===== config.mk =====
export PLATFORM = sky130hd
export DESIGN_NAME = dwt_tap_accum
export DESIGN_NICKNAME = d
export VERILOG_FILES = /design/src/rtl/dwt_accel_pkg.sv /design/src/rtl/dwt_tap_round_sat.sv /design/src/rtl/dwt_tap_accum.sv
export SDC_FILE = /design/constraint.sdc
export NUM_CORES = 1
export LEC_CHECK = 0
export ABC_AREA = 1
export CAP_MARGIN = 5
export CORE_ASPECT_RATIO = 1.2
export CORE_MARGIN = 5
export CORE_UTILIZATION = 40
export DETAILED_ROUTE_END_ITERATION = 8
export SLEW_MARGIN = 20
export SYNTH_ARGS = -nofsm -noshare
export SYNTH_HDL_FRONTEND = slang
export SYNTH_HIERARCHICAL = 1
export SYNTH_SLANG_ARGS = --single-unit

===== constraint.sdc =====
create_clock -name ap_clk -period 8.06 [get_ports ap_clk]
set_input_delay 2.015 -clock ap_clk [delete_from_list [all_inputs] [get_ports ap_clk]]
set_output_delay 2.015 -clock ap_clk [all_outputs]
set_load 0.02 [all_outputs]

===== src/rtl/dwt_accel_pkg.sv =====
// ============================================================================
// Module  : dwt_accel_pkg
// Brief   : Default widths and FSM state type shared by the DWT tap accumulator.
// Revision: 1.0 - initial release
// ============================================================================
`default_nettype none

package dwt_accel_pkg;

  localparam int C_TAPS      = 9;
  localparam int C_PROD_W    = 20;
  localparam int C_ACC_W     = 25;
  localparam int C_SHIFT     = 8;
  localparam int C_OUT_W     = 12;
  // Wide enough for the largest supported tap count (15).
  localparam int C_TAP_CNT_W = 4;

  typedef enum logic [0:0] {
    ST_ACCUM = 1'b0,
    ST_HOLD  = 1'b1
  } dwt_state_e;

endpackage

`default_nettype wire


===== src/rtl/dwt_tap_round_sat.sv =====
// ============================================================================
// Module  : dwt_tap_round_sat
// Brief   : Round-half-up arithmetic right shift of the final sum, optionally
//           clamped to the signed output range when DWT_TAP_SAT_EN is defined.
// Revision: 1.0 - initial release
// ============================================================================
`default_nettype none

module dwt_tap_round_sat
  import dwt_accel_pkg::*;
#(
  parameter int ACC_W = C_ACC_W,
  parameter int SHIFT = C_SHIFT,
  parameter int OUT_W = C_OUT_W
) (
  input  logic [ACC_W-1:0] acc_i,
  output logic [OUT_W-1:0] coef_o,
  output logic             sat_o
);

  localparam logic [ACC_W:0] C_HALF = (ACC_W+1)'(1) << (SHIFT-1);

  logic        [ACC_W:0] w_biased;
  logic signed [ACC_W:0] w_rounded;

  // One guard bit keeps the rounding bias from overflowing the sum.
  assign w_biased  = {acc_i[ACC_W-1], acc_i} + C_HALF;
  assign w_rounded = $signed(w_biased) >>> SHIFT;

`ifdef DWT_TAP_SAT_EN
  localparam logic signed [ACC_W:0] C_MAX = {{(ACC_W+2-OUT_W){1'b0}}, {(OUT_W-1){1'b1}}};
  localparam logic signed [ACC_W:0] C_MIN = {{(ACC_W+2-OUT_W){1'b1}}, {(OUT_W-1){1'b0}}};

  always_comb begin
    coef_o = w_rounded[OUT_W-1:0];
    sat_o  = 1'b0;
    if (w_rounded > C_MAX) begin
      coef_o = C_MAX[OUT_W-1:0];
      sat_o  = 1'b1;
    end else if (w_rounded < C_MIN) begin
      coef_o = C_MIN[OUT_W-1:0];
      sat_o  = 1'b1;
    end
  end
`else
  logic w_unused_hi;

  assign coef_o      = w_rounded[OUT_W-1:0];
  assign sat_o       = 1'b0;
  assign w_unused_hi = ^w_rounded[ACC_W:OUT_W];
`endif

endmodule

`default_nettype wire


===== src/rtl/dwt_tap_accum.sv =====
// ============================================================================
// Module  : dwt_tap_accum
// Brief   : Signed multiply-accumulate over TAPS products per DWT coefficient,
//           with rounded output held under a valid/ready handshake.
//           Optional saturation: define DWT_TAP_SAT_EN.
// Revision: 1.0 - initial release
// ============================================================================
`default_nettype none

module dwt_tap_accum
  import dwt_accel_pkg::*;
#(
  parameter int TAPS   = C_TAPS,
  parameter int PROD_W = C_PROD_W,
  parameter int ACC_W  = C_ACC_W,
  parameter int SHIFT  = C_SHIFT,
  parameter int OUT_W  = C_OUT_W
) (
  input  logic              ap_clk,
  input  logic              ap_rst_n,
  input  logic [PROD_W-1:0] prod_tdata,
  input  logic              prod_neg,
  input  logic              prod_tvalid,
  output logic              prod_tready,
  output logic [OUT_W-1:0]  coef_tdata,
  output logic              coef_tvalid,
  input  logic              coef_tready,
  output logic              sat_flag
);

  localparam logic [C_TAP_CNT_W-1:0] C_LAST_TAP = C_TAP_CNT_W'(TAPS-1);

  dwt_state_e             state_q, state_d;
  logic [C_TAP_CNT_W-1:0] tap_cnt_q, tap_cnt_d;
  logic [ACC_W-1:0]       acc_q, acc_d;
  logic [OUT_W-1:0]       coef_q, coef_d;
  logic                   sat_q, sat_d;

  logic                   w_xfer;
  logic                   w_last;
  logic [ACC_W-1:0]       w_prod_ext;
  logic [ACC_W-1:0]       w_acc_base;
  logic [ACC_W-1:0]       w_acc_sum;
  logic [OUT_W-1:0]       w_round_coef;
  logic                   w_round_sat;

  assign w_xfer     = prod_tvalid & prod_tready;
  assign w_last     = (tap_cnt_q == C_LAST_TAP);
  assign w_prod_ext = {{(ACC_W-PROD_W){1'b0}}, prod_tdata};
  // The first tap of a coefficient discards the previous sum instead of clearing it separately.
  assign w_acc_base = (tap_cnt_q == '0) ? '0 : acc_q;
  assign w_acc_sum  = prod_neg ? (w_acc_base - w_prod_ext) : (w_acc_base + w_prod_ext);

  dwt_tap_round_sat #(
    .ACC_W (ACC_W),
    .SHIFT (SHIFT),
    .OUT_W (OUT_W)
  ) u_round_sat (
    .acc_i  (w_acc_sum),
    .coef_o (w_round_coef),
    .sat_o  (w_round_sat)
  );

  always_ff @(posedge ap_clk or negedge ap_rst_n) begin
    if (!ap_rst_n) begin
      state_q <= ST_ACCUM;
    end else begin
      state_q <= state_d;
    end
  end

  always_comb begin
    state_d = state_q;
    unique case (state_q)
      ST_ACCUM: if (w_xfer && w_last) state_d = ST_HOLD;
      ST_HOLD:  if (coef_tready)      state_d = ST_ACCUM;
      default:  state_d = ST_ACCUM;
    endcase
  end

  always_comb begin
    prod_tready = 1'b1;
    coef_tvalid = 1'b0;
    if (state_q == ST_HOLD) begin
      // A new coefficient may only start once the held one is taken.
      prod_tready = coef_tready;
      coef_tvalid = 1'b1;
    end
  end

  always_comb begin
    tap_cnt_d = tap_cnt_q;
    acc_d     = acc_q;
    coef_d    = coef_q;
    sat_d     = 1'b0;
    if (w_xfer) begin
      acc_d = w_acc_sum;
      if (w_last) begin
        tap_cnt_d = '0;
        coef_d    = w_round_coef;
        sat_d     = w_round_sat;
      end else begin
        tap_cnt_d = tap_cnt_q + 1'b1;
      end
    end
  end

  always_ff @(posedge ap_clk or negedge ap_rst_n) begin
    if (!ap_rst_n) begin
      tap_cnt_q <= '0;
      acc_q     <= '0;
      coef_q    <= '0;
      sat_q     <= 1'b0;
    end else begin
      tap_cnt_q <= tap_cnt_d;
      acc_q     <= acc_d;
      coef_q    <= coef_d;
      sat_q     <= sat_d;
    end
  end

  assign coef_tdata = coef_q;
  assign sat_flag   = sat_q;

endmodule

`default_nettype wire

### Word-level counts from Yosys, hierarchy flattened

Cells that the tools add are included.

* multiply operators: 0
* muxes and demuxes: 8
* order comparisons: 0
* bitwise logic cells: 2
* reductions and logical operators: 3
* $add $sub $neg: 4
* eq/ne operators: 1
* shift operators: 0
* divide/modulo/power cells: 0

Operators with widths (number)
* $mux 25: 2
* $add 25x20->25: 1
* $sub 25x20->25: 1
* $add 20x9->20 const B: 1
* $add 4x1->4 const B: 1
* $eq 4x4->1 const B: 1
* $logic_not 4->1: 1
* $mux 1: 4
* $mux 4: 1
* $pmux 1 s2: 1
* $reduce_and 2->1: 1
* $and 1x1->1: 1
* $logic_and 1x1->1: 1
* $not 1->1: 1

* memory bits (writable): 0
* bits in registers: 42
* memory bits (read-only): 0
* bits in latches: 0
* memories: 0
* output and inout bits: 15
* bits of input ports: 25

### Logic depth before layout (Yosys ltp)

* depth after elaboration: 5
* gate-level depth with buffers: 27
* mapped depth without buffers: 27

### Modules after synthesis

Netlist, hierarchy kept.

By module, submodules not included
* dwt_tap_accum: sequential area each 1076.0 um2, area each 4222.8 um2, cells an instance 699, times used 1
* dwt_tap_round_sat: sequential area each 0.0 um2, area each 310.3 um2, cells an instance 60, times used 1

### Worst setup path before layout

No wires, ideal clock.

* kind: input -> register
* start: input port prod_tdata[1]
* end: register coef_q[6], in the netlist coef_tdata[6]
* data required time: 7.944 ns
* stages: 22
* arrival time: 4.626 ns
* path slack: 3.318 ns
* cells stage by stage: inv_1 > ha_1 > nand3_1 > nor2_1 > nand2_1 > nand2_1 > o21ai_0 > xor2_1 > ha_1 > nand2_1 > nor2_1 > nand2_1 > nand2_1 > inv_1 > nand3b_1 > and2_1 > nand2_1 > nor2_2 > nand2_1 > xor2_1 > nand2_1 > nand2_1

* cells in the longest elaborated chain, start to end: 3
* elaborated cells between the ends (all ways): 4
* those cells by class: 3 x add/sub; 1 x mux

Ends and longest elaborated chain
* start, declared: line dwt_tap_accum.sv:21 `input logic [PROD_W-1:0] prod_tdata,`
* $add 25x20->25 or $sub 25x20->25 (tied branches): line dwt_tap_accum.sv:52 `assign w_acc_sum = prod_neg ? (w_acc_base - w_prod_ext) : (w_acc_base + w_prod_ext);`
* $mux 25 *: line dwt_tap_accum.sv:52
* net w_acc_sum[13]: line dwt_tap_accum.sv:43 `logic [ACC_W-1:0] w_acc_sum;`
* $add 20x9->20 *: line dwt_tap_round_sat.sv:27 `assign w_biased = {acc_i[ACC_W-1], acc_i} + C_HALF;`
* net w_round_coef[6]: line dwt_tap_accum.sv:44 `logic [OUT_W-1:0] w_round_coef;`
* end signal, assigned: line dwt_tap_accum.sv:117 `coef_q <= coef_d;`
* end, declared: line dwt_tap_accum.sv:36 `logic [OUT_W-1:0] coef_q, coef_d;`

The timed path passes the listed nets; every way through them passes the cells marked *.
A chain may end at the register's enable or synchronous reset.

### Worst setup path in the final report

* start: input port prod_tdata[0]
* end: register coef_q[7], in the netlist coef_tdata[7]

Same word-level chain as after synthesis.

==> impl_metrics.ini <==
[sta]
finalSetupTns_ns = 0
fmax_mhz = 182
finalSetupViolCount = 0
min_period_over_period_pct = 68.0
whs_ns = 0.476
grt_setup_unrepaired = no
hold_viol = 0
period_minus_slack_ns = 5.48
finalMaxSlewViolations = 0
maxSlewHeadroom_pct = 29.5
finClkSkew_ns = 0.0114
tightest_slew_ns = 1.06

[floorplanning]
fp.dieH_um = 117
dieWidth_um = 98.9
core_um2 = 9420
dieArea_um2 = 11500
rows = 39
start_util_pct = 40.3
io_pins = 40

[global_route]
grtUsageTotal_pct = 17.0
gr-total-overflow = 0
antenna_found_initial = 0
grt_max_degree = 39
grt_pass1_vias = 3588
grt_pass1_wl_mm = 15.7

[layout]
fin_util_pct = 47.0
fin_cells = 776
nets = 702
fillCellCount = 1001
syn2layout_area_growth_pct = 16.7
antenna_cells = 0
drive_above_1_share_pct = 5.05

[clock_tree]
postCtsSetupRepairBufs = 0
cts_resized = 0
clock_latency_ns = 0.30
clock-root-buffer = clkbuf_16
clkSlewWorstSetupHoldPaths_ns = 0.06
clk_path_buf_depth = 2
cts_buffers = 5
cts.sinks = 38
htreeDepth = 2
cts_tree = done
hold_buffers = 0

[route]
routedWlPerCell_um = 11.6
viasPerCell = 4.66
routed_wl_mm = 9.04
firstDrtPassIters = 4
ant_nets = 0
first_iter_violations = 164
dr_total_vias = 3617
drc = 0

[setup_path]
cp.arrival_ns = 5.66
path_cells = clkdlybuf4s50_1 > inv_1 > ha_1 > nand3_1 > nor2_1 > nand2_1 > nand2_1 > o21ai_0 > xor2_1 > ha_1 > nand2_1 > nor2_1 > nand2_1 > inv_1 > nand2_1 > nand2_1 > xor2_2 > nand2_1 > nor2_1 > nand2_1 > xor2_1 > nand2_1 > nand2_1
cpPeakStageDelay_ns = 0.43
reg2reg_setup_slack_ns = 4.14
r2r-start = tap_cnt_q[0]
cp_max_fo = 5
startpoint_type = primary input
r2r_cells = 21
critPathTopFamily = simple AND/OR/NAND/NOR gates
end_kind = register
crit_slowest_cell = clkdlybuf4s50_1
path_buf_inv = 3
reg2reg_to = coef_tdata[7]
crit_path_frequent_cell = nand2_1
criticalPathCategory = primary input to register
cp.required_ns = 8.24

[hold_path]
hold_depth = 2
holdPathEnd = coef_tdata[6]
hold_path_class = register to register
worstHoldStart = coef_tdata[6]

[placement]
hpwl_mm = 7.21
gp_congestion = 0.834
dp.cells = 768
numPortBuffers = 39

[logic_synthesis]
syn-cell-area_um2 = 3790
synth_fp_nets = 668
avgSynthCellArea_um2 = 6.14
yosys_warnings = 6
synth_cells = 618

[power]
clkPwrFrac_pct = 11.1
switching_share_pct = 52.4
powerDensity_nw_per_um2 = 422
p_int_w = 0.000890
p_leak_nw = 2.45
seq_power_share_pct = 17.3
p_switching_w = 0.000981
power_w = 0.00187
pwr-share-comb_pct = 71.5
ir_worst_vdd_uv = 125

[status]
outcome = completed

[run]
cap_violations = 0
cells in the final DEF, fill, tap and decap left out, types with 3 or more instances in the layout:
master and n:
nand3_1 27, nand2_1 215, a31oi_1 3, inv_1 117, xor2_1 24, ha_1 24, o21ai_0 25, clkdlybuf4s50_1 38
and2_1 9, nor2_1 59, nand2_2 9, o21bai_1 3, a21oi_1 11, clkbuf_16 5, xor2_2 3, xnor2_1 7
nor2_2 9, nand3b_1 4, dfrtp_1 38, nor3_1 3, nand4_1 8
flip-flops by register name, indices dropped and copies added, names as in the netlist:
| name | count |
|---|---|
| tap_cnt_q | 4 |
| acc_q | 20 |
| coef_tdata | 12 |
| sat_flag | 1 |
| state_q | 1 |
power by group through the flow:
stage / Combinational (W) / Sequential [W] / Clock, W
4_1_cts: 0.00134 / 0.000325 / 0.000213
3_5_place_dp: 0.00133 / 0.000328 / 0
3_3_place_gp: 0.00132 / 0.000325 / 0
2_1_floorplan: 0.000999 / 0.000355 / 0
5_1_grt: 0.00154 / 0.000335 / 0.000218
6_report: 0.00134 / 0.000324 / 0.000208
routing by layer:
layer / global-route usage [%] / wire [µm]
met2: 30.3 / 4380
met1: 19.9 / 4020
met3: 2.33 / 314
met4: 8.29 / 319
met5: 0 / 0
how the worst max path moves through the flow:
stage                  start            end  slack [ns]  cells past startpoint
6_report       prod_tdata[0]  coef_tdata[7]        2.58                     23
4_1_cts        prod_tdata[0]  coef_tdata[7]        2.58                     21
2_1_floorplan  prod_tdata[1]  coef_tdata[6]        3.40                     22
3_5_place_dp   prod_tdata[0]  coef_tdata[6]        2.29                     21
5_1_grt        prod_tdata[0]  coef_tdata[7]        2.17                     23
3_3_place_gp   prod_tdata[0]  coef_tdata[6]        2.31                     21
cell type report:
cell class	count	area [µm²]	area share [%]
Timing Repair Buffer	39	385	8.71
Inverter	118	443	10.0
Multi-Input combinational cell	450	2340	52.9
Clock inverter	2	12.5	0.283
Clock buffer	6	139	3.14
Sequential cell	38	951	21.5
Tap cell	123	154	3.48
worst reg2reg max path, delay by kind of cell (launching register included):
family,cells,cell delay (ns)
buffers and inverters,4,0.33
DFF,1,0.39
xor gates and xnor gates,2,0.48
adders and majority gates,4,1.01
and+or+nand+nor,11,1.61
through the flow:
| stage | area, µm² | setup WS (ns) |
|---|---|---|
| 2_1_floorplan | 3790 | 3.40 |
| 3_3_place_gp | 4280 | 2.31 |
| 3_5_place_dp | 4280 | 2.29 |
| 4_1_cts | 4430 | 2.58 |
| 5_1_grt | 4430 | 2.17 |
| 6_report | 4430 | 2.58 |
(Power assumes the default switching activity.)
